`config.mk`:
```
export PLATFORM = sky130hd
export DESIGN_NAME = mpeg_stream_feeder
export DESIGN_NICKNAME = d
export VERILOG_FILES = /design/src/rtl/mpeg_feeder_pkg.sv /design/src/rtl/byte_fifo.sv /design/src/rtl/mpeg_stream_feeder.sv
export SDC_FILE = /design/constraint.sdc
export NUM_CORES = 1
export LEC_CHECK = 0
export CAP_MARGIN = 15
export CORE_MARGIN = 2
export CORE_UTILIZATION = 40
export DETAILED_ROUTE_END_ITERATION = 6
export MAX_ROUTING_LAYER = met4
export PLACE_DENSITY = 0.68
export SYNTH_ARGS = -nofsm -noshare
export SYNTH_HDL_FRONTEND = slang
export SYNTH_SLANG_ARGS = --single-unit
```
`constraint.sdc`:
```
create_clock -name sys_clk -period 3.79 [get_ports sys_clk]
set_input_delay 0.9475 -clock sys_clk [delete_from_list [all_inputs] [get_ports sys_clk]]
set_output_delay 0.9475 -clock sys_clk [all_outputs]
set_load 0.1 [all_outputs]
```
`src/rtl/mpeg_feeder_pkg.sv`:
```
// rtl/mpeg_feeder_pkg.sv - shared types and defaults for the MPEG stream feeder
package mpeg_feeder_pkg;

  localparam int ADDR_W_DEFAULT = 32;

  typedef enum logic [1:0] {
    RUN   = 2'd0,
    FLUSH = 2'd1,
    DONE  = 2'd2
  } feeder_state_t;

endpackage

```
`src/rtl/byte_fifo.sv`:
```
// rtl/byte_fifo.sv - first-word-fall-through byte FIFO with synchronous clear
module byte_fifo #(
  parameter int DEPTH = 8,
  parameter int CNT_W = $clog2(DEPTH + 1)
) (
  input  logic             sys_clk,
  input  logic             rst,
  input  logic             clear,
  input  logic             wr_en,
  input  logic [7:0]       wr_data,
  input  logic             rd_en,
  output logic [7:0]       rd_data,
  output logic [CNT_W-1:0] count,
  output logic             empty,
  output logic             full
);

  localparam int PTR_W = $clog2(DEPTH);

  logic [7:0]       mem [DEPTH];
  logic [PTR_W-1:0] wr_ptr;
  logic [PTR_W-1:0] rd_ptr;
  logic             do_wr;
  logic             do_rd;

  assign empty   = (count == '0);
  assign full    = (count == CNT_W'(DEPTH));
  assign do_wr   = wr_en && !full;
  assign do_rd   = rd_en && !empty;
  assign rd_data = mem[rd_ptr];

  // Pointers wrap naturally because DEPTH is a power of two.
  always_ff @(posedge sys_clk) begin
    if (rst || clear) begin
      wr_ptr <= '0;
      rd_ptr <= '0;
      count  <= '0;
    end else begin
      if (do_wr) wr_ptr <= wr_ptr + PTR_W'(1);
      if (do_rd) rd_ptr <= rd_ptr + PTR_W'(1);
      case ({do_wr, do_rd})
        2'b10:   count <= count + CNT_W'(1);
        2'b01:   count <= count - CNT_W'(1);
        default: ;
      endcase
    end
  end

  always_ff @(posedge sys_clk) begin
    if (do_wr && !clear) mem[wr_ptr] <= wr_data;
  end

endmodule

```
`src/rtl/mpeg_stream_feeder.sv`:
```
// rtl/mpeg_stream_feeder.sv - fetches the elementary stream from memory and feeds the decoder
module mpeg_stream_feeder
  import mpeg_feeder_pkg::*;
#(
  parameter int ADDR_W          = ADDR_W_DEFAULT,
  parameter int FIFO_DEPTH      = 8,
  parameter int MAX_OUTSTANDING = 4
) (
  input  logic              sys_clk,
  input  logic              rst,
  input  logic [ADDR_W-1:0] stream_length,
  input  logic              seek_req,
  input  logic [ADDR_W-1:0] seek_addr,
  output logic              mem_rd_req,
  output logic [ADDR_W-1:0] mem_rd_addr,
  input  logic              mem_rd_ack,
  input  logic              mem_rd_valid,
  input  logic [7:0]        mem_rd_data,
  input  logic              busy,
  output logic [7:0]        stream_data,
  output logic              stream_valid,
  output logic [ADDR_W-1:0] stream_byte_index,
  output logic              seek_busy,
  output logic              eos
);

  localparam int CNT_W = $clog2(FIFO_DEPTH + 1);
  localparam int OUT_W = $clog2(MAX_OUTSTANDING + 1);
  localparam int SUM_W = CNT_W + 1;

  feeder_state_t     state;
  feeder_state_t     state_next;
  logic [OUT_W-1:0]  outstanding;
  logic [ADDR_W-1:0] fetch_addr;
  logic [ADDR_W-1:0] pending_addr;
  logic [CNT_W-1:0]  fifo_count;
  logic              fifo_empty;
  logic              fifo_full;
  logic [7:0]        fifo_rd_data;
  logic [SUM_W-1:0]  inflight;
  logic              accept;
  logic              pop;
  logic              fifo_wr;
  logic              flush_done;

  // Counting in-flight reads against free FIFO space guarantees every return has a slot.
  assign inflight   = SUM_W'(outstanding) + SUM_W'(fifo_count);
  assign mem_rd_req = !rst && !seek_req && (state == RUN)
                      && (fetch_addr < stream_length)
                      && (outstanding < OUT_W'(MAX_OUTSTANDING))
                      && (inflight < SUM_W'(FIFO_DEPTH));
  assign mem_rd_addr = fetch_addr;
  assign accept      = mem_rd_req && mem_rd_ack;
  assign pop         = (state == RUN) && !seek_req && !busy && !fifo_empty;
  assign fifo_wr     = (state == RUN) && mem_rd_valid && !fifo_full;
  assign flush_done  = (state == FLUSH) && !seek_req && (outstanding == '0);

  byte_fifo #(
    .DEPTH (FIFO_DEPTH),
    .CNT_W (CNT_W)
  ) u_fifo (
    .sys_clk (sys_clk),
    .rst     (rst),
    .clear   (seek_req),
    .wr_en   (fifo_wr),
    .wr_data (mem_rd_data),
    .rd_en   (pop),
    .rd_data (fifo_rd_data),
    .count   (fifo_count),
    .empty   (fifo_empty),
    .full    (fifo_full)
  );

  always_ff @(posedge sys_clk) begin
    if (rst) state <= RUN;
    else     state <= state_next;
  end

  always_comb begin
    state_next = state;
    if (seek_req) begin
      state_next = FLUSH;
    end else begin
      case (state)
        RUN: begin
          if ((fetch_addr == stream_length) && (outstanding == '0) && fifo_empty)
            state_next = DONE;
        end
        FLUSH: begin
          if (outstanding == '0)
            state_next = (pending_addr < stream_length) ? RUN : DONE;
        end
        DONE:    ;
        default: state_next = RUN;
      endcase
    end
  end

  always_ff @(posedge sys_clk) begin
    if (rst) begin
      outstanding       <= '0;
      fetch_addr        <= '0;
      pending_addr      <= '0;
      stream_byte_index <= '0;
      stream_valid      <= 1'b0;
      stream_data       <= 8'h00;
      seek_busy         <= 1'b0;
      eos               <= 1'b0;
    end else begin
      case ({accept, mem_rd_valid})
        2'b10:   outstanding <= outstanding + OUT_W'(1);
        2'b01:   outstanding <= outstanding - OUT_W'(1);
        default: ;
      endcase

      if (seek_req) pending_addr <= seek_addr;

      if (flush_done)  fetch_addr <= pending_addr;
      else if (accept) fetch_addr <= fetch_addr + ADDR_W'(1);

      if (flush_done) stream_byte_index <= pending_addr;
      else if (pop)   stream_byte_index <= stream_byte_index + ADDR_W'(1);

      stream_valid <= pop;
      stream_data  <= pop ? fifo_rd_data : 8'h00;
      seek_busy    <= (state_next == FLUSH);
      eos          <= (state_next == DONE);
    end
  end

endmodule

```
; ---- After elaboration in Yosys (flattened, before gate mapping)
; Memories as Yosys holds them, arrays and structs flattened. A register that Yosys moved wholly into a read port is not among the register bits.
; Cells that the tools add are included.
[classes]
addsub = 9
n_lt_le_gt_ge = 4
n_eq_ne = 10
mux = 13
bitwise = 1
n_reduce_logical = 32
[ops]
columns = op, n
row1 = $mux 32, 4
row2 = $add 32x1->32 const B, 2
row3 = $lt 32x32->1, 2
row4 = $eq 32x32->1, 1
row5 = $logic_and 1x1->1, 18
row6 = $add 3x1->3 const B, 3
row7 = $eq 2x1->1 const B, 4
row8 = $eq 2x2->1 const B, 4
row9 = $mux 2, 4
row10 = $pmux 4 s2, 1
row11 = $reduce_bool 2->1, 4
row12 = $pmux 2 s3, 1
row13 = $pmux 3 s2, 1
row14 = $add 3x4->5, 1
row15 = $logic_not 1->1, 5
row16 = $lt 5x4->1 const B, 1
row17 = $add 4x1->4 const B, 1
row18 = $eq 4x4->1 const B, 1
row19 = $logic_not 4->1, 1
row20 = $sub 4x1->4 const B, 1
row21 = $logic_not 3->1, 1
row22 = $lt 3x3->1 const B, 1
row23 = $sub 3x1->3 const B, 1
row24 = $logic_not 2->1, 1
row25 = 4 further kinds, 5
[totals]
ff_bits = 114
mem_bits_rw = 64
in_bits = 78
mem_count = 1
[mem_list]
columns = memory, words, width, rd, rd_ports_with_merged_regs, write_ports, line_no
row1 = u_fifo.mem, 8, 8, 1, 1, 1, byte_fifo.sv:20  ; logic [7:0] mem [DEPTH];

; ---- Longest topological paths before layout
; Gate-level depths: netlist of run 1.
[logic_depth]
ltp_word = 9
ltp_mapped = 15
mapped_depth_nobuf = 14

; ---- Cells and area by module
; Synthesis of run 1 repeated with hierarchy kept, for this count alone.
[hier_totals]
hier_cells = 1040
hier_area_um2 = 10153.5
[by_module_without_submodules]
columns = module, instances, cells_each, area_each_um2, seq_area_each_um2
row1 = mpeg_stream_feeder, 1, 870, 7005.5, 2242.2
row2 = byte_fifo, 1, 170, 3148.0, 2182.1

; ---- Least setup slack after synthesis of run 1
; No wires, ideal clock.
[synth_timing]
kind = reg2out
startpoint = register fetch_addr[30], in the netlist mem_rd_addr[30]
endpoint = output port mem_rd_req
t_arrival_ns = 4.367
required_ns = 2.843
setup_slack_ns = -1.524
stages_incl_launch_ff = 6
path_buffers = 0
cell_sequence = dfxtp_1 -> ha_1 -> and3_1 -> o21ai_0 -> or4b_4 -> nor3_1
[synth_via]
elab_chain_len = 4
[synth_lines]
columns = element, line_no
row1 = "start, declared", mpeg_stream_feeder.sv:34  ; logic [ADDR_W-1:0] fetch_addr;
row2 = "start signal, assigned", mpeg_stream_feeder.sv:118  ; if (flush_done) fetch_addr <= pending_addr;
row3 = "start signal, assigned", mpeg_stream_feeder.sv:119  ; else if (accept) fetch_addr <= fetch_addr + ADDR_W'(1);
row4 = $lt 32x32->1, mpeg_stream_feeder.sv:49  ; && (fetch_addr < stream_length)
row5 = $logic_and 1x1->1, mpeg_stream_feeder.sv:49
row6 = $logic_and 1x1->1, mpeg_stream_feeder.sv:50  ; && (outstanding < OUT_W'(MAX_OUTSTANDING))
row7 = $logic_and 1x1->1, mpeg_stream_feeder.sv:51  ; && (inflight < SUM_W'(FIFO_DEPTH));
row8 = "end, declared", mpeg_stream_feeder.sv:14  ; output logic mem_rd_req,
; No other way between the ends.

; ---- Worst setup path after layout of run 1
[layout_timing]
startpoint = input port stream_length[5]
endpoint = output port mem_rd_req
[layout_via]
elab_chain_len = 4
[layout_lines]
columns = element, line_no
row1 = "start, declared", mpeg_stream_feeder.sv:11  ; input logic [ADDR_W-1:0] stream_length,
row2 = $lt 32x32->1, mpeg_stream_feeder.sv:49
row3 = $logic_and 1x1->1, mpeg_stream_feeder.sv:49
row4 = $logic_and 1x1->1, mpeg_stream_feeder.sv:50
row5 = $logic_and 1x1->1, mpeg_stream_feeder.sv:51
; No other way between the ends.

==> flow_summary.ini, run 1 <==
[logic_synthesis]
yosys.cell_types.count = 60
yosysSeqAreaShare_pct = 45.29
syn-num-nets = 1137
synth_seq_cells = 186
synth_top_area_cell = dfxtp_1
synth-edff-count = 64
avgSynthCellArea_sq_um = 9.793
syn_inst = 984
synth_area_leaders = dfxtp_1, edfxtp_1, ha_1
synthFlopType = dfxtp_1
ys_async_sr_fraction_pct = 0
synthDominantCellAreaShare_pct = 25.34
synthesis.area_sq_um = 9637
ys_warn_count = 0

[sta]
setup_viol = 0
period_share_pct = 98.54
worst_pin_slew_ns = 0.9951
relSlewSlack_pct = 33.45
fmax_mhz = 267.8
final_max_slew_viol_count = 0
finalHoldViolations = 0
period_minus_slack_ns = 3.735
skew_ns = 0.01816
finalSetupTns_ns = 0

[worst_setup_path]
r2r_setup_slack_ns = 0.52
startpoint = stream_length[5]
required_ns = 2.84
worst_setup_path_start_kind = input port
cp_max_fo = 2
reg2reg_to = outstanding[2]
rr_startpoint = mem_rd_addr[12]
path_class = input port to output port
critPathCapture = mem_rd_req
arrival_ns = 2.79
r2r_cells = 15
critPathCaptureType = output port

[die]
die_x_um = 159.2
die_area_sq_um = 25350
core.rowCount = 56
core_sq_um = 23540
start_util_pct = 40.93
io_pins = 154
die_y_um = 159.2

[detailed_routing]
drt_first_pass_iters = 5
ant_nets = 0
drt_iter0_drc = 655
totalWireLength_um = 29850
viasPerCell = 5.630
vias = 8817
drc = 0
wire_per_inst_um = 19.06

[placed_design]
dp_hpwl_um = 20940
port_buffers = 153
dpl-instance-area_sq_um = 11990
placed_cells = 1495
gp_congestion = 0.8852

[clock_tree]
clkTransAtPathRegs_ns = 0.08
cts_sinks = 186
cts_buffers = 17
h-tree-depth = 4
cts_root_buf = clkbuf_16
ctsHoldBuffers = 0
tritoncts = yes
clk-insertion-delay-late_ns = 0.45
cts_max_path_buffers = 2

[final_layout]
seqCellArea_sq_um = 4389
multi_input_comb_area_sq_um = 5343
final_layout_size_suffix_gt1_share_pct = 25.82
fin_util_pct = 56.41
design_area_sq_um = 13280
fin_cells = 1566
finalNetCount = 1387
antenna_cells = 0
n_fill_cell = 2061
areaGrowthSynthToFinish_pct = 37.81

[pwr]
ir_worst_vdd_mv = 0.2584
p_per_area_nw_per_um2 = 392.9
p_leak_uw = 0.005224
total_power_uw = 5217

[global_route]
grt_pass1_wl_um = 46630
grt_usage_pct = 23.89
antenna_found_initial = 0
grt_overflow = 0
grt_pass1_vias = 8509
grt_max_degree = 79

[run]
maxCapViolations = 0

[min_path]
hold_depth = 2
min_path_type = flip-flop to flip-flop

[run_status]
status = finished, final reports clean
## layout by cell type, fill, tap and decap left out, types with 5 or more instances in the layout
master / count
a211oi_1: 7
a21o_1: 13
a21oi_1: 62
a221oi_1: 9
a311oi_1: 10
a31oi_1: 22
and3_1: 19
buf_2: 6
buf_4: 153
buf_6: 5
clkbuf_16: 17
clkdlybuf4s50_1: 81
clkinv_8: 6
dfxtp_1: 102
dfxtp_2: 20
dlygate4sd2_1: 22
edfxtp_1: 64
ha_1: 47
ha_4: 25
inv_1: 25
inv_12: 5
inv_2: 28
mux2i_1: 41
mux4_2: 16
nand2_1: 53
nand2b_1: 8
nand3_1: 19
nand4_1: 28
nor2_1: 118
nor3_1: 23
nor4_1: 11
o21a_1: 6
o21ai_0: 47
o31ai_1: 8
or3_1: 16
or4_1: 6
xnor2_1: 7
xor2_1: 11
## registers in the layout, indices dropped and copies added (netlist names)
signal / flops
u_fifo.count: 4
outstanding: 3
u_fifo.wr_ptr: 3
seek_busy: 1
pending_addr: 32
stream_valid: 1
u_fifo.rd_ptr: 3
state: 2
mem_rd_addr: 32
u_fifo.mem: 64
stream_data: 8
eos: 1
stream_byte_index: 32
## worst max-delay path: stages
cell,delay (ns)
dlygate4sd2_1,0.24
inv_2,0.07
ha_4,0.21
a21oi_4,0.12
o21ai_2,0.10
o2bb2ai_4,0.15
o41a_1,0.42
buf_6,0.15
nor3_4,0.18
buf_12,0.21
## where the power goes
group          internal (uW)  leakage, uW  switching [uW]
Combinational            387      0.00334             665
Clock                    928     0.000307             974
Sequential              2140      0.00158             124
## per-stage QoR
stage / hold slack [ns] / setup WS (ns)
global placement: 0.4967 / -0.4393
CTS: 0.5197 / 0.0008649
global route: 0.5569 / -0.007577
floorplan: 0.4644 / -0.04999
finish: 0.5224 / 0.05532
detailed placement: 0.5045 / -0.4752
## repair_timing
action / in CTS / in global routing
cloned: 0 / 0
gates resized for setup: 129 / 3
buffers inserted: 37 / 2
setup endpoints to repair: 2 / 1
pin swaps: 47 / 3
## cells by family (layout without fill, tap and decap cells)
family / after synthesis / after routing / synth area share (%)
mux: 58 / 58 / 8.115
xor+xnor: 18 / 18 / 1.636
buf+inv: 95 / 358 / 3.726
flops: 186 / 186 / 45.29
simple gates: 335 / 335 / 17.14
compound gates: 217 / 217 / 14.20
fa+ha+maj: 75 / 75 / 9.894
## how the worst min path moves through the flow
stage                                     start               endpoint
after floorplan                pending_addr[25]       pending_addr[25]
after global placement         pending_addr[26]       pending_addr[26]
after detailed placement  stream_byte_index[22]  stream_byte_index[22]
after CTS                      pending_addr[26]       pending_addr[26]
after global routing           pending_addr[26]       pending_addr[26]
final                     stream_byte_index[17]  stream_byte_index[17]
## cell type report
class | instances | share of cell area (%)
Inverter | 55 | 1.573
Sequential cell | 186 | 33.05
Clock inverter | 15 | 1.630
Timing Repair Buffer | 271 | 17.31
Tap cell | 319 | 3.005
Clock buffer | 17 | 3.203
Multi-Input combinational cell | 703 | 40.23
## routing by layer
| metal | up-vias | global-route usage (%) | part of all wire [%] |
|---|---|---|---|
| met5 | - | - | 0 |
| met4 | 0 | 8.223 | 3.1 |
| met3 | 65 | 4.376 | 5.7 |
| met2 | 322 | 37.71 | 47 |
| met1 | 4264 | 31.00 | 44 |
| li1 | 4166 | - | - |
## synth_stat cells, types with 3 or more instances
cell,instances
buf_1,11
o21a_1,6
o31a_1,4
nor3_1,24
mux4_2,16
nor3b_1,3
inv_1,54
xor2_1,11
nor2_1,120
and4_1,4
nand3_1,19
xnor2_1,7
ha_1,73
o21ai_0,49
nand4_1,28
o211ai_1,4
or2_2,4
or4_1,6
a311oi_1,10
mux2i_1,41
and2_1,5
nor4_1,13
dfxtp_1,122
or3_1,17
nand2_1,55
edfxtp_1,64
o31ai_1,8
and3_1,20
a211oi_1,7
nand2b_1,8
clkbuf_1,27
a221oi_1,9
a21o_1,13
a31oi_1,22
a21oi_1,67
Note: power is estimated with default switching activity, not from simulation.
==> inputs of run 2 (changes only) <==
--- a/config.mk
+++ b/config.mk
@@ -7,10 +7,10 @@
 export LEC_CHECK = 0
 export CAP_MARGIN = 15
 export CORE_MARGIN = 2
-export CORE_UTILIZATION = 40
+export CORE_UTILIZATION = 49
 export DETAILED_ROUTE_END_ITERATION = 6
 export MAX_ROUTING_LAYER = met4
-export PLACE_DENSITY = 0.68
+export PLACE_DENSITY = 0.8
 export SYNTH_ARGS = -nofsm -noshare
 export SYNTH_HDL_FRONTEND = slang
 export SYNTH_SLANG_ARGS = --single-unit
==> run 2 against run 1 <==
  * The run now ends with design-rule violations left
  * Total power down 0.98%
  * Final cell count down 2.6%
  * Fmax down 0.24%
  * Largest cell class unchanged
  * Largest power group unchanged
==> flow_summary.ini, run 2 (synthesis gave the netlist of run 1 again) <==
[worst_setup_path]
critPathCapture = mem_rd_req
cp_num_buf_inv = 5
r2r_setup_slack_ns = 0.42
crit_chain = buf_2, inv_2, ha_4, nand4_1, buf_4, nor2_4, o2bb2ai_4, o41a_1, buf_6, nor3_4, buf_12
startpoint = stream_length[13]
critPathMaxStageDelay_ns = 0.45
required_ns = 2.84
worst_setup_path_start_kind = input port
path_class = input port to output port
rr_startpoint = mem_rd_addr[20]
cp_slowest_cell = o41a_1
critPathCaptureType = output port
cp_max_fo = 2
arrival_ns = 2.80
r2r_cells = 15
reg2reg_to = mem_rd_addr[5]
crit_family = buffers and inverters
path_depth = 11

[sta]
finalHoldViolations = 0
final_max_slew_viol_count = 0
period_minus_slack_ns = 3.743
final.setup.worst_slack_ns = 0.04652
skew_ns = 0.01613
relSlewSlack_pct = 34.11
worst_pin_slew_ns = 0.9852
period_share_pct = 98.77
setup_viol = 0
fmax_mhz = 267.1

[run]
maxCapViolations = 0

[final_layout]
fin_cells = 1526
fin_util_pct = 68.47
finalNetCount = 1399
mostFrequentLayoutCell = buf_4
largest_register_ff_count = 64
final_layout_size_suffix_gt1_share_pct = 26.29
design_area_sq_um = 13280
n_fill_cell = 1434
final_cell_mix = buf_4, nor2_1, dfxtp_1, clkdlybuf4s50_1, edfxtp_1
areaGrowthSynthToFinish_pct = 37.83
top_register = u_fifo.mem

[placed_design]
placed_cells = 1438
port_buffers = 153
gp_congestion = 0.9206
dp_hpwl_um = 20450
place_ws_ns = -0.5295
dpl-instance-area_sq_um = 11900

[global_route]
grt_pass1_wl_um = 46370
antenna_found_initial = 2
global_route.usage.met2_pct = 47.09
busiest_layer = met2
grtUsageMet1_pct = 37.27
gr-usage-met3_pct = 7.450
grt_overflow = 0
grt_usage_pct = 30.06
grt_pass1_vias = 8779
grt_max_degree = 79

[clock_tree]
clkTransAtPathRegs_ns = 0.07
clk-insertion-delay-late_ns = 0.45
cts_root_buf = clkbuf_16
cts_buffers = 17
cts_sinks = 186
cts_max_path_buffers = 2
ctsHoldBuffers = 0
tritoncts = yes
h-tree-depth = 4

[detailed_routing]
drc = 1
drt_iter0_drc = 919
drt_first_pass_iters = 7
viasPerCell = 5.961
wire_per_inst_um = 19.73
ant_nets = 0
vias = 9096
totalWireLength_um = 30100

[run_status]
status = finished, violations left
violations = design-rule violations

[min_path]
hold_start = pending_addr[26]
min_path_type = flip-flop to flip-flop

[die]
io_pins = 154
die_y_um = 144.2
core_sq_um = 19400
start_util_pct = 49.68
core.rowCount = 51
die_x_um = 144.2
die_area_sq_um = 20810

[pwr]
p_per_area_nw_per_um2 = 389.0
ir_worst_vdd_mv = 0.3517
p_leak_uw = 0.005289
==> run 2: layer usage <==
metal	part of all wire, %	routed length [um]	up-vias
met3	9.7	2930	97
met5	0	0	-
li1	-	-	4202
met1	39	11820	4299
met2	47	14180	498
met4	3.9	1166	0
==> run 2: worst min-delay path by stage <==
| stage | to | slack, ns | cells after the start |
|---|---|---|---|
| detailed placement | pending_addr[26] | 0.50 | 2 |
| global route | pending_addr[26] | 0.55 | 2 |
| finish | pending_addr[26] | 0.51 | 2 |
| CTS | pending_addr[26] | 0.52 | 2 |
| floorplan | pending_addr[25] | 0.46 | 2 |
| global placement | stream_byte_index[17] | 0.49 | 2 |
==> run 2: metrics by stage <==
step	total power, uW	hold WS, ns	setup TNS [ns]
2_1_floorplan	2906	0.4644	-0.04999
3_3_place_gp	3238	0.4943	-3.606
3_5_place_dp	3259	0.5034	-4.797
4_1_cts	5136	0.5168	0
5_1_grt	5330	0.5464	-0.1370
6_report	5166	0.5147	0
==> run 2: worst register-to-register path, cell delays in order (launching register included) <==
cell and delay, ns:
dfxtp_1 0.49, ha_1 0.30, nand4_1 0.16, buf_4 0.14
o211ai_1 0.15, buf_4 0.18, buf_4 0.12, buf_4 0.12
buf_4 0.12, buf_4 0.12, buf_4 0.13, a21oi_4 0.23
buf_6 0.13, nand4_1 0.19, or3_1 0.43, a311oi_1 0.26
==> run 2: cell type report <==
| cell class | count | area, sq um | share of cell area [%] |
|---|---|---|---|
| Tap cell | 265 | 331.6 | 2.496 |
| Antenna cell | 2 | 5.005 | 0.03768 |
| Multi-Input combinational cell | 703 | 5323 | 40.07 |
| Clock inverter | 15 | 195.2 | 1.469 |
| Inverter | 55 | 209.0 | 1.573 |
| Clock buffer | 17 | 425.4 | 3.203 |
| Sequential cell | 186 | 4389 | 33.04 |
| Timing Repair Buffer | 283 | 2405 | 18.10 |
==> run 2: power by group <==
group	switching, uW	internal [uW]	total, uW
combinational	677	398	1080
sequential	125	2140	2270
clock	922	904	1830
total	1720	3440	5170
==> run 2: what timing repair did <==
item,4_1_cts,5_1_grt
setup endpoints to repair,2,14
resized for setup,125,4
pin swaps,50,14
buffers inserted,46,7
